**src/rtl/color_mapper_pipe.sv**
```systemverilog
// Two-stage colour channel router with frame-aligned select commit and optional auto-rotation.
// Define CMAP_INVERT_EN to add the per-channel output inversion port inv.
module color_mapper_pipe #(
  parameter int unsigned CH_W       = 4,
  parameter int unsigned ROT_FRAMES = 60,
  parameter int unsigned FC_W       = 16
) (
  input  logic            clk,
  input  logic            rst_n,
  input  logic [CH_W-1:0] pix_r,
  input  logic [CH_W-1:0] pix_g,
  input  logic [CH_W-1:0] pix_b,
  input  logic            pix_valid,
  input  logic            hsync_in,
  input  logic            vsync_in,
  input  logic            frame_start,
  input  logic [1:0]      sel_r,
  input  logic [1:0]      sel_g,
  input  logic [1:0]      sel_b,
  input  logic            auto_rot,
`ifdef CMAP_INVERT_EN
  input  logic [2:0]      inv,
`endif
  output logic [CH_W-1:0] out_r,
  output logic [CH_W-1:0] out_g,
  output logic [CH_W-1:0] out_b,
  output logic            out_valid,
  output logic            hsync_out,
  output logic            vsync_out,
  output logic [1:0]      rot_state
);

  typedef enum logic [1:0] {
    SRC_R    = 2'd0,
    SRC_G    = 2'd1,
    SRC_B    = 2'd2,
    SRC_ZERO = 2'd3
  } src_e;

  localparam logic [FC_W-1:0] ROT_LAST = FC_W'(ROT_FRAMES - 1);

  logic [2:0] inv_in;
`ifdef CMAP_INVERT_EN
  assign inv_in = inv;
`else
  assign inv_in = '0;
`endif

  // Stage 1: pixel/control capture plus the shadow copy of the selects.
  logic [CH_W-1:0] s1_r, s1_g, s1_b;
  logic            s1_valid, s1_hs, s1_vs, s1_fs;
  src_e            shd_r, shd_g, shd_b;
  logic [2:0]      shd_inv;

  always_ff @(posedge clk) begin
    if (!rst_n) begin
      s1_r     <= '0;
      s1_g     <= '0;
      s1_b     <= '0;
      s1_valid <= 1'b0;
      s1_hs    <= 1'b0;
      s1_vs    <= 1'b0;
      s1_fs    <= 1'b0;
      shd_r    <= SRC_R;
      shd_g    <= SRC_G;
      shd_b    <= SRC_B;
      shd_inv  <= '0;
    end else begin
      s1_r     <= pix_r;
      s1_g     <= pix_g;
      s1_b     <= pix_b;
      s1_valid <= pix_valid;
      s1_hs    <= hsync_in;
      s1_vs    <= vsync_in;
      s1_fs    <= frame_start;
      shd_r    <= src_e'(sel_r);
      shd_g    <= src_e'(sel_g);
      shd_b    <= src_e'(sel_b);
      shd_inv  <= inv_in;
    end
  end

  // Rotation steps on the same edge that captures the frame_start pixel, so
  // that pixel is mapped in stage 2 with the new offset.
  logic [FC_W-1:0] fcnt;
  logic [1:0]      rot;

  always_ff @(posedge clk) begin
    if (!rst_n) begin
      fcnt <= '0;
      rot  <= '0;
    end else if (!auto_rot) begin
      fcnt <= '0;
      rot  <= '0;
    end else if (frame_start) begin
      if (fcnt == ROT_LAST) begin
        fcnt <= '0;
        rot  <= (rot == 2'd2) ? 2'd0 : rot + 2'd1;
      end else begin
        fcnt <= fcnt + 1'b1;
      end
    end
  end

  assign rot_state = rot;

  function automatic logic [CH_W-1:0] route(input src_e s, input logic [1:0] r_off,
                                            input logic [CH_W-1:0] r, input logic [CH_W-1:0] g,
                                            input logic [CH_W-1:0] b);
    logic [2:0] sum;
    logic [1:0] eff;
    sum = {1'b0, 2'(s)} + {1'b0, r_off};
    eff = (sum >= 3'd3) ? 2'(sum - 3'd3) : sum[1:0];
    if (s == SRC_ZERO) return '0;
    case (eff)
      2'd0:    return r;
      2'd1:    return g;
      default: return b;
    endcase
  endfunction

  // Stage 2: the frame_start pixel bypasses the active selects and uses the
  // shadow directly, while the shadow is committed into the active set.
  src_e       act_r, act_g, act_b;
  logic [2:0] act_inv;
  src_e       use_r, use_g, use_b;
  logic [2:0] use_inv;
  logic [CH_W-1:0] map_r, map_g, map_b;

  always_comb begin
    use_r   = act_r;
    use_g   = act_g;
    use_b   = act_b;
    use_inv = act_inv;
    if (s1_fs) begin
      use_r   = shd_r;
      use_g   = shd_g;
      use_b   = shd_b;
      use_inv = shd_inv;
    end
    map_r = route(use_r, rot, s1_r, s1_g, s1_b) ^ {CH_W{use_inv[2]}};
    map_g = route(use_g, rot, s1_r, s1_g, s1_b) ^ {CH_W{use_inv[1]}};
    map_b = route(use_b, rot, s1_r, s1_g, s1_b) ^ {CH_W{use_inv[0]}};
  end

  always_ff @(posedge clk) begin
    if (!rst_n) begin
      act_r     <= SRC_R;
      act_g     <= SRC_G;
      act_b     <= SRC_B;
      act_inv   <= '0;
      out_r     <= '0;
      out_g     <= '0;
      out_b     <= '0;
      out_valid <= 1'b0;
      hsync_out <= 1'b0;
      vsync_out <= 1'b0;
    end else begin
      act_r     <= use_r;
      act_g     <= use_g;
      act_b     <= use_b;
      act_inv   <= use_inv;
      out_r     <= map_r;
      out_g     <= map_g;
      out_b     <= map_b;
      out_valid <= s1_valid;
      hsync_out <= s1_hs;
      vsync_out <= s1_vs;
    end
  end

endmodule

```
**config.mk**
```make
export PLATFORM = sky130hd
export DESIGN_NAME = color_mapper_pipe
export DESIGN_NICKNAME = d
export VERILOG_FILES = /design/src/rtl/color_mapper_pipe.sv
export SDC_FILE = /design/constraint.sdc
export NUM_CORES = 1
export LEC_CHECK = 0
export BUFFER_PORTS_ARGS = -buffer_cell sky130_fd_sc_hd__buf_2
export CAP_MARGIN = 0
export CORE_ASPECT_RATIO = 1.25
export CORE_UTILIZATION = 35
export CTS_BUF_LIST = sky130_fd_sc_hd__clkbuf_16
export CTS_CLUSTER_SIZE = 28
export DETAILED_ROUTE_END_ITERATION = 6
export HOLD_SLACK_MARGIN = 0.1
export SYNTH_ARGS = -nofsm -noshare
export SYNTH_HDL_FRONTEND = slang
export SYNTH_SLANG_ARGS = --single-unit
```
**constraint.sdc**
```tcl
create_clock -name clk -period 5.1 [get_ports clk]
set_input_delay 0.51 -clock clk [delete_from_list [all_inputs] [get_ports clk]]
set_output_delay 0.51 -clock clk [all_outputs]
set_load 0.005 [all_outputs]
```
# Word level (Yosys, flattened, before mapping)

Index checks and enable logic that the tools add are counted.

Register bits: 64
Input port bits: 25
Logic and storage cells: 70

Add/subtract/negate cells: 8
Order comparisons: 3
Equality and inequality tests: 8
Multiplexer cells: 21
Bitwise gates (word level): 3
Reduce and logical (&&, ||, !) cells: 5

Operator list:

| kind                    | number |
|---|---|
| $mux W4                 | 6 |
| $pmux W4 S2             | 3 |
| $add A16 B1 Y16 const B | 1 |
| $eq A16 B6 Y1 const B   | 1 |
| $mux W16                | 1 |
| $mux W2                 | 7 |
| $xor A4 B4 Y4           | 3 |
| $add A2 B2 Y3           | 3 |
| $ge A3 B2 Y1 const B    | 3 |
| $eq A2 B2 Y1 const B    | 4 |
| $eq A2 B1 Y1 const B    | 3 |
| $logic_not A2 Y1        | 3 |
| $sub A2 B2 Y2 const B   | 3 |
| $reduce_and A2 Y1       | 2 |
| $mux W1                 | 3 |
| $mux W3                 | 1 |
| $add A2 B1 Y2 const B   | 1 |

# Longest topological paths before layout

Word-level depth: 8
Depth in mapped cells: 12
Gate-level depth less buffers: 10

# Worst setup path before layout

OpenSTA, ideal clock, no wires.

Kind: reg2reg
Start point: reg s1_fs
End point: reg out_b[2]
Library setup time: 62 ps
Data arrival time: 3,004 ps
Required time: 5,038 ps
Path slack: 2,034 ps
Stages on the path, launching flop included: 13
Cell sequence: dfxtp_1 > buf_1 > mux2_2 > ha_1 > inv_1 > fa_1 > inv_1 > ha_1 > buf_1 > and3b_1 > a32oi_1 > or4b_1 > nand3_1

Longest elaborated chain between the ends: 8

Ends and longest elaborated chain:

| what                                                    | line | RTL |
|---|---|---|
| start, declared                                         | 51   | `logic s1_valid, s1_hs, s1_vs, s1_fs;` |
| start signal, assigned                                  | 75   | `s1_fs <= frame_start;` |
| $mux W2 (*)                                             | 135  | `if (s1_fs) begin` |
| named net use_b[0]                                      | 126  | `src_e use_r, use_g, use_b;` |
| $add A2 B2 Y3                                           | 112  | `sum = {1'b0, 2'(s)} + {1'b0, r_off};` |
| $ge A3 B2 Y1 / $sub A2 B2 Y2 (equally long branches)    | 113  | `eff = (sum >= 3'd3) ? 2'(sum - 3'd3) : sum[1:0];` |
| $mux W2                                                 | 113  |  |
| $eq A2 B1 Y1 / $logic_not A2 Y1 (equally long branches) | 115  | `case (eff)` |
| $pmux W4 S2                                             | 115  |  |
| $mux W4 (*)                                             | 115  |  |
| $xor A4 B4 Y4 (*)                                       | 143  | `map_b = route(use_b, rot, s1_r, s1_g, s1_b) ^ {CH_W{use_inv[0]}};` |
| end signal, assigned                                    | 165  | `out_b <= map_b;` |
| end, declared                                           | 26   | `output logic [CH_W-1:0] out_b,` |

The timed path passes the listed nets; every way through them passes the cells marked *.
A chain may end at the register's enable or synchronous reset.

# Worst setup path after layout

Start point: reg s1_fs
End point: reg out_g[3]

Longest elaborated chain between the ends: 8

Ends and longest elaborated chain:

| what                                                    | line | RTL |
|---|---|---|
| $mux W2 (*)                                             | 135  |  |
| named net use_g[0]                                      | 126  |  |
| $add A2 B2 Y3                                           | 112  |  |
| $ge A3 B2 Y1 / $sub A2 B2 Y2 (equally long branches)    | 113  |  |
| $mux W2                                                 | 113  |  |
| $eq A2 B1 Y1 / $logic_not A2 Y1 (equally long branches) | 115  |  |
| $pmux W4 S2                                             | 115  |  |
| $mux W4 (*)                                             | 115  |  |
| $xor A4 B4 Y4 (*)                                       | 142  | `map_g = route(use_g, rot, s1_r, s1_g, s1_b) ^ {CH_W{use_inv[1]}};` |
| end signal, assigned                                    | 164  | `out_g <= map_g;` |
| end, declared                                           | 25   | `output logic [CH_W-1:0] out_g,` |

Marked as above.

==> Implementation_results.wiki <==
{| class="wikitable"
! Metric !! Value
|-
| Number of synthesized flops with an enable pin || 0
|-
| Remaining design rule violation count || 0
|-
| Total length of routed met3 wires || 271 µm
|-
| Uppermost layer routed || met4
|-
| Hold Fails Final Rpt || 0
|-
| Async set or reset register ratio after synthesis || 0%
|-
| Clock-pin slew reported for the worst setup and hold paths after clock tree synthesis || 50 ps
|-
| Critical path capture point type || flop
|-
| Total Routed Length || 6840 µm
|-
| Global Route Usage Sum || 15.7%
|-
| Initial detailed-routing violation count || 66
|-
| Peak supply drop || 0.165 mV
|-
| Logic depth of the worst register-to-register path || 10
|-
| Clock sink count || 64
|-
| Synth Net Count || 369
|-
| Mapped Cells || 334
|-
| Cell with the biggest individual delay on the critical path || sky130_fd_sc_hd__dfxtp_1
|-
| Number of distinct standard cells referenced by the synthesized netlist || 51
|-
| Total of cells resized after clock tree synthesis || 0
|-
| Total of endpoints with negative setup slack in the final report || 0
|-
| Number of slew-limit violations in the final report || 0
|-
| First-pass GRT wire length || 10900 µm
|-
| End of the worst register-to-register path || out_g[3]
|-
| Total of warnings raised by yosys || 0
|-
| Clock tree from TritonCTS || done
|-
| Post-synthesis sequential element count || 64
|-
| Cts hold-fix bufs || 0
|-
| Num CTS Buffers || 9
|-
| Worst clock skew || 5.65 ps
|-
| Number of top-level pins || 42
|-
| Vias in the first global route || 2343
|-
| Mapped Area || 0.00313 mm²
|-
| Clock root buffer master || sky130_fd_sc_hd__clkbuf_16
|-
| Worst Hold Path Cells || 2
|-
| CP peak stage delay || 650 ps
|-
| Met1 routed wirelength after detailed routing || 3180 µm
|-
| Power density cells || 345 mW/mm²
|-
| Post-DR vias/cell || 4.94
|-
| Number of buffers and inverters on the critical path || 2
|-
| Class of the tightest hold or removal check || in2reg
|-
| Sum of met2 wire segment lengths after detailed routing || 3260 µm
|-
| Proportion of synthesized chip area in sequential cells || 40.9%
|-
| Measured slew at the worst slew-check pin || 672 ps
|-
| Total iterations of the first detailed-routing run || 4
|-
| Top delay family on crit path || adder cells
|-
| Total leakage power || 0.00159 µW
|-
| Total grt overflow || 0
|-
| Clock insertion delay at the later pin of the skew report || 330 ps
|-
| Most frequent cells in the layout || 64 x sky130_fd_sc_hd__dfxtp_1, 41 x sky130_fd_sc_hd__buf_2, 31 x sky130_fd_sc_hd__nor2_1, 26 x sky130_fd_sc_hd__and2_1, 23 x sky130_fd_sc_hd__mux2i_1
|-
| Initial Utilization || 36.0%
|-
| Die width || 86.6 µm
|-
| Result of the run || finished clean
|-
| Max-cap violation count || 0
|-
| Worst Hold End || shd_b[1]
|-
| Setup Fix Bufs, Post-CTS || 0
|-
| Setup slack of the most critical reg-to-reg path || 1890 ps
|-
| Initial antenna violation count || 0
|-
| Class of the most critical setup path || reg2reg
|-
| Count of fill cells added during filler insertion || 854
|-
| Core region area || 0.00870 mm²
|-
| Arrival time at the worst endpoint || 3420 ps
|-
| P&R area growth vs syn || 19.4%
|-
| Setup Total Neg Slack || 0 ps
|-
| Largest net degree at the start of global routing || 37
|-
| Final worst path period share || 62.9%
|-
| Period minus WS final || 3210 ps
|-
| Required time of the worst setup path || 5310 ps
|-
| Fraction of layout cells with a size suffix above 1 || 17.8%
|-
| Worst-case clock buffer depth || 2
|-
| GPL Wtd Cong || 0.785
|-
| RSZ-0062 raised after global routing || no
|-
| Remaining antenna violation count || 0
|-
| Final net count || 406
|-
| Number of vias in the routed layout || 2450
|-
| Die area || 0.00933 mm²
|-
| Average cell area after synthesis || 9.38 µm²
|-
| Kind of start point of the critical path || flop
|-
| Ordered list of cells on the worst path || mux2_2 > ha_1 > inv_1 > fa_1 > inv_1 > ha_1 > and3b_1 > a22oi_1 > o2111ai_1 > mux2i_1
|-
| Diode insertion count for antenna repair || 0
|-
| HPWL after detailed placement || 4960 µm
|-
| Leading cell type in the layout, fill and taps excluded || sky130_fd_sc_hd__dfxtp_1
|-
| CTS H-Tree Depth || 3
|-
| Most common flop cell mapped by yosys || sky130_fd_sc_hd__dfxtp_1
|-
| Critical register-to-register path startpoint || s1_fs
|-
| Headroom to the max-slew limit || 55.1%
|-
| Die Y-Extent || 108 µm
|-
| Number of placement rows || 38
|-
| Critical path fanouts, max || 17
|-
| Count of buffers inserted at the top-level ports || 41
|-
| Highest attainable clock frequency || 0.312 GHz
|-
| Smallest hold slack || 356 ps
|-
| Mean routed wirelength per cell || 13.8 µm
|-
| Hold wc startpoint || sel_b[1]
|}
[cell type report]
cell class / instances / area, µm² / area share [%]
clock buffers: 9 / 225 / 6.02
clock inverters: 7 / 87.6 / 2.34
multi-input cells: 237 / 1720 / 46.1
repair buffers: 41 / 205 / 5.49
flip-flops and latches: 64 / 1280 / 34.3
inverters: 18 / 67.6 / 1.81
well taps: 120 / 150 / 4.02
[through the flow]
stage	cell area (µm²)	total power, µW	setup WS (ps)	std cells	utilization (%)
floorplan	3130	622	2030	334	-
global placement	3430	657	1980	480	39.4
detailed placement	3430	659	1900	480	39.4
CTS	3740	1300	1910	496	43.0
global route	3740	1340	1630	496	43.0
finish	3740	1290	1890	496	43.0
[flip-flops by register name, summed over array words and instances, names as in the netlist, 3 cells and up]
register / flops
fcnt: 16
out_b: 4
out_g: 4
out_r: 4
s1_b: 4
s1_g: 4
s1_r: 4
act_inv: 3
[Yosys cell counts, drive strengths merged, types with 5 or more instances]
cell | n | share of area [%]
dfxtp | 64 | 41
nor2 | 31 | 3.7
and2 | 28 | 5.7
mux2i | 23 | 7.4
inv | 18 | 2.2
nor3b | 12 | 2.9
xnor2 | 12 | 3.4
clkbuf | 11 | 1.3
nand2 | 11 | 1.3
o2111ai | 11 | 3.1
o211ai | 11 | 2.6
nand3 | 9 | 1.4
nand2b | 8 | 1.6
ha | 7 | 2.8
nand3b | 7 | 1.7
nand4 | 7 | 2.1
a21oi | 6 | 0.96
nor4 | 5 | 1.0
or2 | 5 | 1.1
[cell families (layout without fill, tap and decap cells)]
family          count (synthesis)  count (layout)  share of synthesized area, %
flops                          64              64                          40.9
compound gates                 44              44                          10.7
buf+inv                        33              75                          4.11
simple gates                  142             142                          26.9
mux                            27              27                          8.79
xor+xnor                       14              14                          3.92
fa+ha+maj                      10              10                          4.71
[power by group]
group	switching, µW	internal [µW]
Clock	219	423
Combinational	59.4	54.8
Sequential	13.0	521
Total	291	999
[worst max-delay path by stage]
stage,end,start,depth (start not counted)
6_report,out_g[3],s1_fs,10
5_1_grt,out_b[2],s1_fs,10
4_1_cts,out_g[3],s1_fs,10
3_5_place_dp,out_g[3],s1_fs,10
3_3_place_gp,out_g[3],s1_fs,10
2_1_floorplan,out_b[2],s1_fs,12
[per-layer routing]
metal  GRT usage [%]  up-vias
li1                -     1259
met1            18.1     1132
met2            26.7       48
met3            3.91       11
met4            7.86        0
met5               0        -
Note: power is estimated with default switching activity, not from simulation.
